==> src/rtl/w5300_pkg.sv <==
// Shared types, address-map constants and the Z80-to-W5300 address translation
// used by the W5300 bus sequencer.
package w5300_pkg;

  typedef enum logic [2:0] {
    ST_IDLE,
    ST_SETUP,
    ST_ACTIVE,
    ST_HOLD,
    ST_WAIT_END
  } state_e;

  localparam logic [13:0] REGION_MID = 14'h2000;
  localparam logic [13:0] REGION_HI  = 14'h3000;
  localparam logic [4:0]  MID_TAG    = 5'b10111;
  localparam logic [4:0]  HI_TAG     = 5'b11000;

  // Low 8K maps straight through; the two upper 4K regions fold onto fixed register blocks.
  function automatic logic [9:0] map_addr(input logic [13:0] m, input logic a0_inv);
    logic [9:0] r;
    if (m < REGION_MID) begin
      r = m[9:0];
    end else if (m < REGION_HI) begin
      r = {1'b1, m[11:9], MID_TAG, m[0]};
    end else begin
      r = {1'b1, m[11:9], HI_TAG, m[0]};
    end
    r[0] = r[0] ^ a0_inv;
    return r;
  endfunction

endpackage

==> src/rtl/w5300_bus_seq_sync2.sv <==
// Two-flop synchronizer for an asynchronous active-low strobe; resets to the inactive level.
module sync2 (
  input  logic clk,
  input  logic rst,
  input  logic d,
  output logic q
);

  logic meta_q;
  logic sync_q;

  always_ff @(posedge clk) begin
    if (rst) begin
      meta_q <= 1'b1;
      sync_q <= 1'b1;
    end else begin
      meta_q <= d;
      sync_q <= meta_q;
    end
  end

  assign q = sync_q;

endmodule

==> src/rtl/w5300_bus_seq.sv <==
// Translates Z80 ROM-window accesses into timed W5300 bus cycles (setup/active/hold),
// latching address, direction and data at the start so the access is self-contained.
module w5300_bus_seq
  import w5300_pkg::*;
#(
  parameter int SETUP_CYC  = 1,
  parameter int ACTIVE_CYC = 3,
  parameter int HOLD_CYC   = 1
) (
  input  logic        clk,
  input  logic        rst,
  input  logic [15:0] za,
  input  logic [7:0]  zd_in,
  input  logic        zmreq_n,
  input  logic        zrd_n,
  input  logic        zwr_n,
  input  logic        zcsrom_n,
  input  logic [1:0]  cfg_rom,
  input  logic        cfg_sub_ena,
  input  logic        cfg_a0_inv,
  output logic [9:0]  w5300_addr,
  output logic        w5300_cs_n,
  output logic        brd_n,
  output logic        bwr_n,
  output logic [7:0]  bd_out,
  output logic        bd_oe,
  input  logic [7:0]  bd_in,
  output logic [7:0]  zd_out,
  output logic        zd_oe,
  output logic        zblkrom,
  output logic        busy
);

  localparam logic [2:0] SETUP_LAST  = 3'((SETUP_CYC > 0) ? SETUP_CYC - 1 : 0);
  localparam logic [2:0] ACTIVE_LAST = 3'(ACTIVE_CYC - 1);
  localparam logic [2:0] HOLD_LAST   = 3'((HOLD_CYC > 0) ? HOLD_CYC - 1 : 0);

  logic [3:0] async_n;
  logic [3:0] sync_n;
  logic       mreq_s, rd_s, wr_s, csrom_s;

  assign async_n = {zcsrom_n, zwr_n, zrd_n, zmreq_n};

  generate
    for (genvar gi = 0; gi < 4; gi++) begin : g_sync
      sync2 u_sync (
        .clk (clk),
        .rst (rst),
        .d   (async_n[gi]),
        .q   (sync_n[gi])
      );
    end
  endgenerate

  assign mreq_s  = sync_n[0];
  assign rd_s    = sync_n[1];
  assign wr_s    = sync_n[2];
  assign csrom_s = sync_n[3];

  logic win_match, hit, start;

  assign win_match = (za[15:14] == cfg_rom);
  assign zblkrom   = win_match && cfg_sub_ena;
  assign hit       = !mreq_s && !csrom_s && win_match && cfg_sub_ena;
  // A simultaneous read and write is ambiguous, so it never starts a cycle.
  assign start     = hit && (rd_s ^ wr_s);

  state_e     state_q, state_d;
  logic [2:0] cnt_q;
  logic [9:0] addr_q;
  logic       is_rd_q;
  logic [7:0] wdata_q;
  logic [7:0] rdata_q;
  logic       rd_valid_q;
  logic       rd_capture;

  assign rd_capture = (state_q == ST_ACTIVE) && (cnt_q == ACTIVE_LAST) && is_rd_q;

  always_ff @(posedge clk) begin
    if (rst) begin
      state_q    <= ST_IDLE;
      cnt_q      <= 3'd0;
      addr_q     <= 10'd0;
      is_rd_q    <= 1'b0;
      wdata_q    <= 8'd0;
      rdata_q    <= 8'd0;
      rd_valid_q <= 1'b0;
    end else begin
      state_q <= state_d;
      cnt_q   <= (state_d != state_q) ? 3'd0 : cnt_q + 3'd1;
      if (state_q == ST_IDLE && start) begin
        addr_q  <= map_addr(za[13:0], cfg_a0_inv);
        is_rd_q <= !rd_s;
        if (!wr_s) begin
          wdata_q <= zd_in;
        end
      end
      if (rd_capture) begin
        rdata_q    <= bd_in;
        rd_valid_q <= 1'b1;
      end else if (state_d == ST_IDLE) begin
        rd_valid_q <= 1'b0;
      end
    end
  end

  always_comb begin
    state_d = state_q;
    case (state_q)
      ST_IDLE: begin
        if (start) begin
          state_d = (SETUP_CYC > 0) ? ST_SETUP : ST_ACTIVE;
        end
      end
      ST_SETUP: begin
        if (cnt_q == SETUP_LAST) begin
          state_d = ST_ACTIVE;
        end
      end
      ST_ACTIVE: begin
        if (cnt_q == ACTIVE_LAST) begin
          state_d = (HOLD_CYC > 0) ? ST_HOLD : ST_WAIT_END;
        end
      end
      ST_HOLD: begin
        if (cnt_q == HOLD_LAST) begin
          state_d = ST_WAIT_END;
        end
      end
      ST_WAIT_END: begin
        if (mreq_s || (rd_s && wr_s)) begin
          state_d = ST_IDLE;
        end
      end
      default: state_d = ST_IDLE;
    endcase
  end

  always_comb begin
    w5300_cs_n = 1'b1;
    brd_n      = 1'b1;
    bwr_n      = 1'b1;
    bd_oe      = 1'b0;
    busy       = (state_q != ST_IDLE);
    case (state_q)
      ST_SETUP, ST_HOLD: begin
        w5300_cs_n = 1'b0;
        bd_oe      = !is_rd_q;
      end
      ST_ACTIVE: begin
        w5300_cs_n = 1'b0;
        bd_oe      = !is_rd_q;
        brd_n      = !is_rd_q;
        bwr_n      = is_rd_q;
      end
      default: ;
    endcase
  end

  assign w5300_addr = addr_q;
  assign bd_out     = wdata_q;
  assign zd_out     = rdata_q;
  assign zd_oe      = rd_valid_q;

endmodule

==> config.mk <==
export PLATFORM = sky130hd
export DESIGN_NAME = w5300_bus_seq
export DESIGN_NICKNAME = d
export VERILOG_FILES = /design/src/rtl/w5300_pkg.sv /design/src/rtl/w5300_bus_seq_sync2.sv /design/src/rtl/w5300_bus_seq.sv
export SDC_FILE = /design/constraint.sdc
export NUM_CORES = 1
export LEC_CHECK = 0
export ABC_AREA = 0
export BUFFER_PORTS_ARGS = -buffer_cell sky130_fd_sc_hd__buf_2
export CORE_ASPECT_RATIO = 0.6
export CORE_UTILIZATION = 30
export CTS_CLUSTER_DIAMETER = 30
export CTS_CLUSTER_SIZE = 16
export DETAILED_ROUTE_END_ITERATION = 6
export GPL_TIMING_DRIVEN = 0
export PLACE_DENSITY = 0.56
export SETUP_SLACK_MARGIN = 0.5
export SYNTH_ARGS = -nofsm -noshare
export SYNTH_HDL_FRONTEND = slang
export SYNTH_HIERARCHICAL = 1
export SYNTH_SLANG_ARGS = --single-unit
export TNS_END_PERCENT = 50
==> constraint.sdc <==
create_clock -name clk -period 2.2 [get_ports clk]
set_input_delay 0.22 -clock clk [delete_from_list [all_inputs] [get_ports clk]]
set_output_delay 0.22 -clock clk [all_outputs]
set_load 0.01 [all_outputs]
Word level (Yosys, flattened, before mapping)
Index checks and enable logic that the tools add are counted.

word-level totals
  bits in registers = 42
  output and inout port bits = 33
  input port bits = 42
  word-level logic and storage cells = 66

cells by class
  muxes and demuxes = 16
  bitwise operators = 3
  equality and inequality tests = 7
  reductions and logical operators = 22
  add/sub/neg operators = 1
  magnitude comparators = 2

operators by type and width
  operator              number
  $mux 10               3
  $lt 14x14->1 const B  2
  $mux 3                5
  $pmux 3 s5            1
  $eq 3x2->1 const B    3
  $logic_and 1x1->1     9
  $logic_not 3->1       3
  $mux 1                6
  $mux 5                1
  $logic_not 1->1       4
  $add 3x1->3 const B   1
  $eq 3x1->1 const B    1
  $eq 3x3->1 const B    1
  $ne 3x3->1            1
  $reduce_bool 3->1     1
  $reduce_or 3->1       1
  $eq 2x2->1            1
  $reduce_and 2->1      1
  $reduce_bool 2->1     1
  $reduce_or 2->1       1
  $xor 1x1->1           2
  $logic_or 1x1->1      1
  $not 1->1             1

Longest topological paths before layout
  depth after elaboration = 10
  gate-level depth with buffers = 7
  gate-level depth less buffers = 6

Modules after synthesis
Netlist, hierarchy kept.

by module, submodules not included
  module         times used  area each (um^2)  sequential area each (um^2)  cells an instance
  w5300_bus_seq  1           1572.8            680.7                        167
  sync2          4           52.6              40.0                         4

Least setup slack after synthesis
OpenSTA, ideal clock, no wires.

  path type = register to register
  from = register state_q[2]
  to = register wdata_q[0] (netlist: bd_out[0])
  cell stages (with the launch flop) = 8
  data arrival time = 1.602 ns
  setup slack = 0.526 ns
  cells stage by stage = dfxtp_1 > buf_6 > or3_4 > and4b_1 > buf_4 > and2b_1 > buf_6 > mux2i_1

between the ends
  word-level cells in the longest chain between the ends = 3

RTL lines
  what                        RTL line             text
  start: declaration          w5300_bus_seq.sv:68  state_e state_q, state_d;
  start signal: assignment    w5300_bus_seq.sv:89  state_q <= state_d;
  $logic_not 3->1             w5300_bus_seq.sv:91  if (state_q == ST_IDLE && start) begin
  $logic_and 1x1->1           w5300_bus_seq.sv:91
  $reduce_and 2->1 (no line)  n/a
  end signal: assignment      w5300_bus_seq.sv:95  wdata_q <= zd_in;
  end: declaration            w5300_bus_seq.sv:72  logic [7:0] wdata_q;

No other way between the ends.
A chain may end at the register's enable or synchronous reset.

Worst setup path after layout
  from = register state_q[2]
  to = register wdata_q[7] (netlist: bd_out[7])

Same word-level chain as after synthesis.

==> summary.txt <==
Outcome
  – Status: finished clean

CTS
  – Root Driver: sky130_fd_sc_hd__clkbuf_8
  – Worst skew pair latency: 0.29 ns
  – Inserted Clock Buffers: 5
  – CTS max path bufs: 2
  – TritonCTS clock tree: yes
  – Number of H-tree branching levels: 2
  – Total number of clock tree sinks: 42
  – Hold bufs inserted after CTS: 0
  – Clock-pin slew reported for the worst setup and hold paths after clock tree synthesis: roughly 0.090 ns

Timing
  – Achievable frequency: approximately 590 MHz
  – Worst max-slew margin expressed relative to the limit: between 60% and 70%
  – Post-route fraction of the period consumed by the critical path: approximately 77%
  – Setup repair after global routing missed its margin: true
  – Min Tclk post-route: 1.70 ns
  – Final Hold Vio Count: 0
  – Sum of negative setup slack: 0 ns
  – Slew at the pin closest to its max-slew limit: 0.512 ns
  – Max-slew violation count: 0
  – Clock Skew: around 0.0084 ns
  – Number of failing setup endpoints in the final timing report: 0

Synthesis
  – Primary flip-flop cell chosen by synthesis mapping: sky130_fd_sc_hd__dfxtp_1
  – Most instantiated library cell after synthesis: sky130_fd_sc_hd__dfxtp_1
  – Total of flip-flops plus latches after synthesis: 42
  – Number of flops mapped to enable cells by yosys: 0
  – Post-synth top cells: sky130_fd_sc_hd__dfxtp_1, sky130_fd_sc_hd__nor2_1, sky130_fd_sc_hd__mux2i_1
  – Combinational family with the most area after synthesis: simple AND/OR/NAND/NOR gates
  – Instance count of the mapped netlist: around 180
  – Post-synthesis adder-cell area fraction: 2.81%
  – Syn nets: 229
  – Area share of the largest cell type after synthesis: 47.2%
  – Seq/Total Area, Yosys: 47.2%
  – Post-Synthesis Cell Area: 0.00178 sq mm
  – Largest area contributor in the netlist: sky130_fd_sc_hd__dfxtp_1
  – Top post-synthesis cells by area: sky130_fd_sc_hd__dfxtp_1, sky130_fd_sc_hd__mux2i_1, sky130_fd_sc_hd__nand2b_1
  – Compound-Gate Fraction of Synth Area: 9.12%
  – Xor-xnor portion of the synthesized cell area: 2.46%
  – Library cells used by synthesis: 34
  – Post-synthesis share of cell area spent on and, or, nand and nor gates: between 20% and 30%
  – Multiplexer area fraction after synthesis: 11.2%
  – Mean instance size in the synthesized netlist: 9.74 sq um
  – Proportion of register bits with asynchronous set or reset after synthesis: 0%
  – Yosys synthesis warning count: 6

Pwr
  – Ratio of total power to cell area: just over 600 mW/mm^2
  – P_leak: 1.16 nW
  – Peak ir drop on the vdd network: 230 uV
  – Post-layout power: ~1.5 mW

Critical path
  – End of the worst register-to-register path: bd_out[7]
  – Setup CP Type: reg2reg
  – R2R depth: 7
  – Startpoint of the most critical register-to-register path: state_q[2]
  – Required time reported for the critical path endpoint: 2.43 ns
  – Max Fanout on Critical Path: 8
  – Count of buffering cells on the critical path with inverters included: 3
  – Worst Path Arrival: 1.93 ns
  – Setup slack of the worst register-to-register path: 0.50 ns
  – Top cell by count, worst path: sky130_fd_sc_hd__buf_6
  – Setup crit end kind: flip-flop
  – Chain of cells forming the critical path: buf_6 > or3_4 > and4b_1 > buf_6 > and2b_1 > buf_6 > mux2i_1
  – Critical path's largest stage delay: 0.36 ns
  – Master of the slowest instance on the critical path: sky130_fd_sc_hd__or3_4
  – Nature of the critical path startpoint: flip-flop
  – Largest delay share family, worst path: simple AND/OR/NAND/NOR gates

Global route
  – Total global routing overflow: 0
  – Initial antenna violation count: 0
  – Via count of the first global-routing pass: 1255
  – Global-route wire length before repair: roughly 6.0 mm
  – GRT Util Overall: 12.8%
  – Maximum number of pins on one net before global-route repair: 15

Layout
  – Area added between synthesis and finish: 37.9%
  – Fin nets: ~320
  – Filler Cells Inserted: ~570
  – Antenna cells: 0
  – Layout cell share with drive strength beyond 1: 39.3%

Place
  – Placed wire-length estimate: 2.88 mm
  – GP Congestion: 0.689
  – Port Buffers: 73

Floorplanning
  – Area enclosed by the die boundary: 0.00627 sq mm
  – Horizontal die dimension: 102 um
  – Die height: a little over 60 um
  – Row count: 21
  – Initial Utilization: 31.6%
  – Placeable core region: 0.00565 sq mm
  – I/O pin count: 75

Worst hold path
  – Beginning of the worst hold path: zcsrom_n
  – Hold Crit Endpoint: g_sync[3].u_sync/meta_q
  – Hold depth: 2
  – Classification of the worst-slack hold path: in2reg

Routing
  – DRT Wirelength: 3.92 mm
  – Antenna-violating nets left: 0
  – DRT iter0 DRCs: 28
  – Remaining routing DRC violations: 0
  – Vias per std cell: about 4.2
  – Post-detailed-route wirelength per cell: between 10 and 15 um
  – TritonRoute pass-1 iters: 4
  – Total number of vias: 1477

Job
  – Count of max-cap constraint violations: 0
==> metrics by stage <==
stage          cells  util, %  instance area (sq um)  hold slack (ns)  setup WS (ns)
2_1_floorplan    183        -                   1780            0.317          0.526
3_3_place_gp     336     39.8                   2250            0.390          0.455
3_5_place_dp     336     39.8                   2250            0.391          0.411
4_1_cts          349     42.6                   2400           0.0855          0.476
5_1_grt          350     43.5                   2460           0.0868          0.389
6_report         350     43.5                   2460           0.0974          0.496
==> flip-flops by register name (all words and copies together) (netlist names) <==
register,count
is_rd_q,1
bd_out,8
g_sync.u_sync/q,4
zd_oe,1
g_sync.u_sync/meta_q,4
w5300_addr,10
zd_out,8
state_q,3
cnt_q,3
==> final cells by class <==
type                            count  area, sq um  area share [%]
Clock inverter                      3         43.8            1.78
Inverter                            5         18.8           0.763
Buffer                             11         73.8            3.00
Clock buffer                        5         68.8            2.80
Tap cell                           80          100            4.07
Multi-Input combinational cell    125          897            36.5
Sequential cell                    42          846            34.4
Timing Repair Buffer               79          410            16.7
==> cell families (layout without fill, tap and decap cells) <==
family | Yosys count | in the layout
simple gates | 73 | 73
mux | 20 | 20
xor+xnor | 5 | 5
flops | 42 | 42
fa+ha+maj | 4 | 4
compound gates | 23 | 23
buf+inv | 16 | 103
==> power by group <==
| group | switching (mW) | internal (mW) | total [mW] |
|---|---|---|---|
| Clock | 0.279 | 0.340 | 0.619 |
| Sequential | 0.00679 | 0.772 | 0.778 |
| Combinational | 0.0517 | 0.0590 | 0.111 |
| Total | 0.337 | 1.17 | 1.51 |
==> worst max-delay path by stage <==
stage	start	to	slack, ns	cells after the start
floorplan	state_q[2]	bd_out[0]	0.53	7
global placement	state_q[2]	bd_out[5]	0.45	7
detailed placement	state_q[2]	bd_out[7]	0.41	7
CTS	state_q[2]	bd_out[7]	0.48	7
global route	state_q[2]	bd_out[3]	0.39	7
finish	state_q[2]	bd_out[7]	0.50	7
==> placed cells by master (no fill, tap or decap), types with 5 or more instances in the layout <==
cell type	netlist	routed
sky130_fd_sc_hd__nand2b_1	18	18
sky130_fd_sc_hd__or2_1	8	8
sky130_fd_sc_hd__inv_1	5	5
sky130_fd_sc_hd__a211oi_1	11	7
sky130_fd_sc_hd__clkbuf_1	5	5
sky130_fd_sc_hd__xnor2_1	5	5
sky130_fd_sc_hd__buf_2	2	75
sky130_fd_sc_hd__nor2_1	28	28
sky130_fd_sc_hd__mux2i_1	20	20
sky130_fd_sc_hd__buf_4	1	6
sky130_fd_sc_hd__dfxtp_1	42	38
sky130_fd_sc_hd__a21oi_1	5	5
sky130_fd_sc_hd__clkbuf_8	0	5
==> worst register-to-register path, delay by kind of cell (launching register included) <==
| kind | cells | cell delay, ns |
|---|---|---|
| AND/OR/NAND/NOR | 3 | 0.76 |
| flip-flops | 1 | 0.32 |
| multiplexers | 1 | 0.19 |
| buffers and inverters | 3 | 0.37 |
==> per-layer routing <==
metal / track usage, % / part of all wire [%] / vias to the layer above
met3: 5.26 / 6.2 / 0
met1: 18.7 / 52 / 651
met5: 0 / 0 / -
met4: 3.11 / 0 / 0
li1: - / - / 783
met2: 17.1 / 42 / 43
==> repair_timing <==
item / CTS / global route
resized for setup: 3 / 9
setup buffers: 5 / 1
pin swaps: 2 / 1
setup endpoints to repair: 14 / 32
No activity file was read; power rests on OpenSTA's default activity.
